**src/rtl/mem_arb_pkg.sv**
```systemverilog
// Shared types and constants for the two-port memory read arbiter.
package mem_arb_pkg;

  localparam int ADDR_W = 32;
  localparam int DATA_W = 32;

  localparam logic PORT_IF = 1'b0;
  localparam logic PORT_DM = 1'b1;

  typedef enum logic [1:0] {
    IDLE = 2'd0,
    BUSY = 2'd1,
    RESP = 2'd2
  } arb_state_e;

endpackage

```
**src/rtl/mem_read_arb_if.sv**
```systemverilog
// Requester-side and memory-side read bus of the arbiter; slave is the arbiter view.
interface mem_read_arb_if;
  import mem_arb_pkg::*;

  logic              if_req;
  logic              dm_req;
  logic [ADDR_W-1:0] if_addr;
  logic [ADDR_W-1:0] dm_addr;
  logic              if_ack;
  logic              dm_ack;
  logic              if_rvalid;
  logic              dm_rvalid;
  logic [DATA_W-1:0] if_rdata;
  logic [DATA_W-1:0] dm_rdata;
  logic              mem_rreq;
  logic [ADDR_W-1:0] mem_raddr;
  logic [DATA_W-1:0] mem_rdata;
  logic              mem_data_valid;

  modport slave (
    input  if_req, dm_req, if_addr, dm_addr, mem_rdata, mem_data_valid,
    output if_ack, dm_ack, if_rvalid, dm_rvalid, if_rdata, dm_rdata,
           mem_rreq, mem_raddr
  );

  modport master (
    output if_req, dm_req, if_addr, dm_addr, mem_rdata, mem_data_valid,
    input  if_ack, dm_ack, if_rvalid, dm_rvalid, if_rdata, dm_rdata,
           mem_rreq, mem_raddr
  );

endinterface

```
**src/rtl/mem_read_arb_rr_arb2.sv**
```systemverilog
// Two-way round-robin arbiter; the pointer names the favoured port and moves on enable.
module rr_arb2
  import mem_arb_pkg::*;
(
  input  logic       clk,
  input  logic       reset,
  input  logic [1:0] req_i,
  input  logic       en_i,
  output logic [1:0] gnt_o
);

  logic ptr_q, ptr_d;

  always_comb begin
    gnt_o = req_i;
    if (req_i == 2'b11) begin
      gnt_o = (ptr_q == PORT_DM) ? 2'b10 : 2'b01;
    end
    ptr_d = ptr_q;
    // After a grant, favour whichever port lost (or did not ask).
    if (en_i && (gnt_o != 2'b00)) begin
      ptr_d = gnt_o[PORT_IF] ? PORT_DM : PORT_IF;
    end
  end

  always_ff @(posedge clk or posedge reset) begin
    if (reset) begin
      ptr_q <= PORT_IF;
    end else begin
      ptr_q <= ptr_d;
    end
  end

endmodule

```
**src/rtl/mem_read_arb.sv**
```systemverilog
// Round-robin read arbiter between instruction-fetch and data ports onto one memory.
// Optional MEM_ARB_PERF_EN adds grant and busy-cycle performance counters.
module mem_read_arb
  import mem_arb_pkg::*;
(
  input  logic              clk,
  input  logic              reset,
  mem_read_arb_if.slave     bus
`ifdef MEM_ARB_PERF_EN
  ,
  output logic [31:0]       perf_if_grants,
  output logic [31:0]       perf_dm_grants,
  output logic [31:0]       perf_busy_cycles
`endif
);

  // state | meaning
  // IDLE  | arbitrate pending requests, ack the winner, latch its address
  // BUSY  | memory request outstanding, wait for mem_data_valid
  // RESP  | one-cycle rvalid pulse on the granted port

  arb_state_e        state_q, state_d;
  logic [ADDR_W-1:0] addr_q, addr_d;
  logic [DATA_W-1:0] rdata_q, rdata_d;
  logic              gnt_id_q, gnt_id_d;
  logic [1:0]        req_vec;
  logic [1:0]        gnt_vec;
  logic              arb_en;

  // Requests are masked while reset is held so no ack can leak out combinationally.
  assign req_vec = {bus.dm_req, bus.if_req} & {2{~reset}};

  rr_arb2 u_rr_arb2 (
    .clk   (clk),
    .reset (reset),
    .req_i (req_vec),
    .en_i  (arb_en),
    .gnt_o (gnt_vec)
  );

  assign bus.mem_raddr = addr_q;

  always_comb begin
    state_d       = state_q;
    addr_d        = addr_q;
    rdata_d       = rdata_q;
    gnt_id_d      = gnt_id_q;
    arb_en        = 1'b0;
    bus.if_ack    = 1'b0;
    bus.dm_ack    = 1'b0;
    bus.if_rvalid = 1'b0;
    bus.dm_rvalid = 1'b0;
    bus.if_rdata  = '0;
    bus.dm_rdata  = '0;
    bus.mem_rreq  = 1'b0;

    unique case (state_q)
      IDLE: begin
        if (req_vec != 2'b00) begin
          arb_en     = 1'b1;
          bus.if_ack = gnt_vec[PORT_IF];
          bus.dm_ack = gnt_vec[PORT_DM];
          gnt_id_d   = gnt_vec[PORT_DM] ? PORT_DM : PORT_IF;
          addr_d     = gnt_vec[PORT_DM] ? bus.dm_addr : bus.if_addr;
          state_d    = BUSY;
        end
      end
      BUSY: begin
        bus.mem_rreq = 1'b1;
        if (bus.mem_data_valid) begin
          rdata_d = bus.mem_rdata;
          state_d = RESP;
        end
      end
      RESP: begin
        if (gnt_id_q == PORT_DM) begin
          bus.dm_rvalid = 1'b1;
          bus.dm_rdata  = rdata_q;
        end else begin
          bus.if_rvalid = 1'b1;
          bus.if_rdata  = rdata_q;
        end
        state_d = IDLE;
      end
      default: state_d = IDLE;
    endcase
  end

  always_ff @(posedge clk or posedge reset) begin
    if (reset) begin
      state_q  <= IDLE;
      addr_q   <= '0;
      rdata_q  <= '0;
      gnt_id_q <= PORT_IF;
    end else begin
      state_q  <= state_d;
      addr_q   <= addr_d;
      rdata_q  <= rdata_d;
      gnt_id_q <= gnt_id_d;
    end
  end

`ifdef MEM_ARB_PERF_EN
  logic [31:0] perf_if_q, perf_dm_q, perf_busy_q;

  always_ff @(posedge clk or posedge reset) begin
    if (reset) begin
      perf_if_q   <= '0;
      perf_dm_q   <= '0;
      perf_busy_q <= '0;
    end else begin
      if (arb_en && gnt_vec[PORT_IF]) perf_if_q <= perf_if_q + 32'd1;
      if (arb_en && gnt_vec[PORT_DM]) perf_dm_q <= perf_dm_q + 32'd1;
      if (state_q == BUSY)            perf_busy_q <= perf_busy_q + 32'd1;
    end
  end

  assign perf_if_grants   = perf_if_q;
  assign perf_dm_grants   = perf_dm_q;
  assign perf_busy_cycles = perf_busy_q;
`endif

endmodule

```
**src/flat_wrapper.sv**
```systemverilog
// flat-port wrapper written by rule: the top's interface ports become plain ports
module mem_read_arb_flat import mem_arb_pkg::*;
  (clk, reset, bus_if_req, bus_dm_req, bus_if_addr, bus_dm_addr, bus_mem_rdata, bus_mem_data_valid, bus_if_ack, bus_dm_ack, bus_if_rvalid, bus_dm_rvalid, bus_if_rdata, bus_dm_rdata, bus_mem_rreq, bus_mem_raddr);
  mem_read_arb_if bus_i ();
  input  logic clk;
  input  logic reset;
  input wire logic [$bits(bus_i.if_req)-1:0] bus_if_req;
  input wire logic [$bits(bus_i.dm_req)-1:0] bus_dm_req;
  input wire logic [$bits(bus_i.if_addr)-1:0] bus_if_addr;
  input wire logic [$bits(bus_i.dm_addr)-1:0] bus_dm_addr;
  input wire logic [$bits(bus_i.mem_rdata)-1:0] bus_mem_rdata;
  input wire logic [$bits(bus_i.mem_data_valid)-1:0] bus_mem_data_valid;
  output wire logic [$bits(bus_i.if_ack)-1:0] bus_if_ack;
  output wire logic [$bits(bus_i.dm_ack)-1:0] bus_dm_ack;
  output wire logic [$bits(bus_i.if_rvalid)-1:0] bus_if_rvalid;
  output wire logic [$bits(bus_i.dm_rvalid)-1:0] bus_dm_rvalid;
  output wire logic [$bits(bus_i.if_rdata)-1:0] bus_if_rdata;
  output wire logic [$bits(bus_i.dm_rdata)-1:0] bus_dm_rdata;
  output wire logic [$bits(bus_i.mem_rreq)-1:0] bus_mem_rreq;
  output wire logic [$bits(bus_i.mem_raddr)-1:0] bus_mem_raddr;
  assign bus_i.if_req = bus_if_req;
  assign bus_i.dm_req = bus_dm_req;
  assign bus_i.if_addr = bus_if_addr;
  assign bus_i.dm_addr = bus_dm_addr;
  assign bus_i.mem_rdata = bus_mem_rdata;
  assign bus_i.mem_data_valid = bus_mem_data_valid;
  assign bus_if_ack = bus_i.if_ack;
  assign bus_dm_ack = bus_i.dm_ack;
  assign bus_if_rvalid = bus_i.if_rvalid;
  assign bus_dm_rvalid = bus_i.dm_rvalid;
  assign bus_if_rdata = bus_i.if_rdata;
  assign bus_dm_rdata = bus_i.dm_rdata;
  assign bus_mem_rreq = bus_i.mem_rreq;
  assign bus_mem_raddr = bus_i.mem_raddr;
  mem_read_arb u_core (.clk(clk), .reset(reset), .bus(bus_i));
endmodule
```
**config.mk**
```make
export PLATFORM = sky130hd
export DESIGN_NAME = mem_read_arb_flat
export DESIGN_NICKNAME = d
export VERILOG_FILES = /design/src/rtl/mem_arb_pkg.sv /design/src/rtl/mem_read_arb_if.sv /design/src/rtl/mem_read_arb_rr_arb2.sv /design/src/rtl/mem_read_arb.sv /design/src/flat_wrapper.sv
export SDC_FILE = /design/constraint.sdc
export NUM_CORES = 1
export LEC_CHECK = 0
export BUFFER_PORTS_ARGS = -buffer_cell sky130_fd_sc_hd__buf_2
export CORE_ASPECT_RATIO = 0.75
export CORE_UTILIZATION = 46
export CTS_BUF_LIST = sky130_fd_sc_hd__clkbuf_2
export DETAILED_ROUTE_END_ITERATION = 10
export GPL_ROUTABILITY_DRIVEN = 0
export HOLD_SLACK_MARGIN = 0.02
export PLACE_DENSITY = 0.83
export SYNTH_ARGS = -nofsm -noshare
export SYNTH_HDL_FRONTEND = slang
export SYNTH_SLANG_ARGS = --single-unit
export TNS_END_PERCENT = 20
```
**constraint.sdc**
```tcl
create_clock -name clk -period 2.27 [get_ports clk]
set_clock_uncertainty 0.05 [all_clocks]
set_input_delay 0.1135 -clock clk [delete_from_list [all_inputs] [get_ports clk]]
set_output_delay 0.1135 -clock clk [all_outputs]
set_load 0.02 [all_outputs]
```
==> results.yml <==
timing:
  finalSetupTns_ns: 0
  setup_viol: 0
  hold_viol: 0
  fmax_ghz: 0.4652
  rsz0062_at_grt: "yes"
  slew_violations: 0
  worstMarginPinSlew_ns: 0.6776
  min_period_ns: 2.150
  slew_headroom: 0.5476
  period_share: 0.9469
clock_network:
  cts.sinks: 68
  clkTransAtPathRegs_ns: 0.18
  cts_buffer_depth: 2
  clock_latency_ns: 0.48
  cts_setup_buffers: 0
  cts_tree: "done"
  h-tree-depth: 3
  root_buffer: "clkbuf_2"
  numCtsBuffers: 9
route:
  wire_per_inst_um: 15.24
  drt-initial-drc-count: 176
  drt_first_pass_iters: 4
  detail-route-antenna-nets: 0
  met1_length_um: 4415
  met2_length_um: 5810
  vias: 3823
  avgViaCountPerCell: 5.159
  wirelength_um: 11300
  routed-wl-met3_um: 693
  routed.top_layer: "met4"
  drc: 0
synth:
  synth_common_cells: "dfrtp_1, and2_1, a21oi_1, a31oi_1, mux2_2"
  ys.flop_type: "dfrtp_1"
  synth-seq-cells: 68
  ys_warn_count: 0
  synth_area_um2: 3560
  synth_largest_area_cell: "dfrtp_1"
  ys_types: 25
  synthTopCellsByArea: "dfrtp_1, and2_1, mux2_2, or3b_1, a31oi_1"
  avgSynthCellArea_um2: 10.32
  ys_seq_area_frac: 0.4780
  syn-num-nets: 446
  synth.most_common_cell: "dfrtp_1"
  synth-edff-count: 0
  synth_top_area_frac: 0.4780
  async_reset_ff_frac: 1.000
  syn_inst: 345
global_route:
  grt_max_degree: 66
  antenna_found_initial: 0
  grtUsageTotal: 0.2822
  gr-total-overflow: 0
  grt_pass1_wl_um: 17870
  first_global_vias: 3772
floorplanning:
  die_y_um: 78.18
  placement_rows: 27
  start_util: 0.4811
  fp.dieW_um: 103.6
  num_io_pins: 202
  die_area_um2: 8097
  core_area_um2: 7398
critical_path:
  arrival_ns: 2.47
  cp-start-kind: "flip-flop"
  worst-setup-path-type: "flip-flop to flip-flop"
  critPathMaxFanout: 20
  path_cells: "nor3_4, buf_6, and2_1, buf_4, a31oi_1, dlygate4sd3_1"
  cp_slowest_stage_delay_ns: 0.58
  cp.required_ns: 2.59
  slowest_stage: "dlygate4sd3_1"
  cp-end-kind: "flip-flop"
power:
  powerDensity_nw_per_um2: 876.8
  p_sw_mw: 1.832
  p_sw_frac: 0.3603
  p_seq_frac: 0.405
  vdd_drop_max_uv: 469.4
  p_clk_frac: 0.175
  pwr-share-comb: 0.419
  p_int_mw: 3.253
  leakage_nw: 2.838
finish:
  post-route-util: 0.7839
  antenna_cells: 0
  drive_above_1_share: 0.4234
  fin_nets: 736
  fillers: 489
  areaGrowthSynthToFinish_pct: 62.92
run:
  maxCapViolations: 0
place:
  dpl.hpwl_um: 6866
  numPortBuffers: 201
hold_path:
  hp-class: "primary input to async pin"
status:
  status: "finished clean"
-- per-layer routing --
layer,vias up,GRT usage
li1,1807,-
met1,1795,0.3130
met2,184,0.5128
met3,37,0.06894
met4,0,0.1362
met5,-,0
-- sequential cells by signal (all words and copies together) (netlist names) --
register and flops:
u_core.bus.mem_raddr 32, u_core.gnt_id_q 1, u_core.rdata_q 32, u_core.state_q 2
u_core.u_rr_arb2.ptr_q 1
-- final timing paths --
| check | from | endpoint | slack (ns) | depth (start not counted) |
|---|---|---|---|---|
| max in group asynchronous | reset | u_core.bus.mem_raddr[10] | 1.19 | 4 |
| worst min register to register | u_core.rdata_q[13] | u_core.rdata_q[13] | 0.49 | 1 |
| worst max register to register | u_core.state_q[1] | u_core.bus.mem_raddr[4] | 0.12 | 6 |
| worst min-delay path | reset | u_core.rdata_q[20] | 0.26 | 3 |
| worst max-delay path | u_core.state_q[1] | u_core.bus.mem_raddr[4] | 0.12 | 6 |
| min in group clk | bus_mem_rdata[23] | u_core.rdata_q[23] | 0.33 | 3 |
-- cell type report --
| class | instances | area [µm²] | area share |
|---|---|---|---|
| Inverter | 3 | 11.26 | 0.001942 |
| Multi-Input combinational cell | 240 | 1693 | 0.2919 |
| Tap cell | 101 | 126.4 | 0.02179 |
| Sequential cell | 68 | 1703 | 0.2936 |
| Clock buffer | 10 | 50.05 | 0.008630 |
| Clock inverter | 6 | 102.6 | 0.01769 |
| Timing Repair Buffer | 313 | 2113 | 0.3644 |
-- power by group through the flow --
stage	clock network (mW)	registers [mW]	logic [mW]
2_1_floorplan	0	2.22	0.909
3_3_place_gp	0	2.04	1.66
3_5_place_dp	0	2.06	1.71
4_1_cts	0.912	2.04	2.09
5_1_grt	0.965	2.12	2.29
6_report	0.892	2.06	2.13
-- critical path: cells and delay by family (launching register included) --
kind,cells,cell delay (ns)
buffers and inverters,3,1.01
AO/OA/AOI/OAI,1,0.09
AND/OR/NAND/NOR,2,0.39
flip-flops,1,0.48
-- cell families after synthesis --
| logic type | count (synthesis) | synth area share |
|---|---|---|
| simple gates | 109 | 0.2172 |
| compound gates | 99 | 0.1518 |
| flops | 68 | 0.4780 |
| buf+inv | 37 | 0.05167 |
| mux | 32 | 0.1012 |
-- timing repair --
item / 4_1_cts / 5_1_grt
setup endpoints to repair: 0 / 28
hold buffers: 100 / 0
gates resized for setup: 0 / 2
hold endpoints to repair: 98 / 0
-- cell usage in the layout (no fill, tap or decap), drive strengths merged, types with 2 or more instances in the layout --
master,n
or3b,32
a31oi,32
inv,3
nand2,3
and2,65
a21oi,32
clkinv,3
bufinv,3
a21o,2
clkbuf,10
buf,213
o21ai,33
dlygate4sd3,100
dfrtp,68
mux2,32
-- per-stage QoR --
step	area, µm²	setup WS (ns)	power [mW]	std cells	hold slack (ns)
3_5_place_dp	4641	0.5340	3.771	625	0.2359
6_report	5799	0.1205	5.085	741	0.2590
5_1_grt	5799	-0.001635	5.377	741	0.2565
4_1_cts	5794	0.07728	5.037	741	0.2363
2_1_floorplan	3560	0.3950	3.132	345	0.1708
3_3_place_gp	4641	0.6182	3.697	625	0.2346
Note: power is estimated with default switching activity, not from simulation.
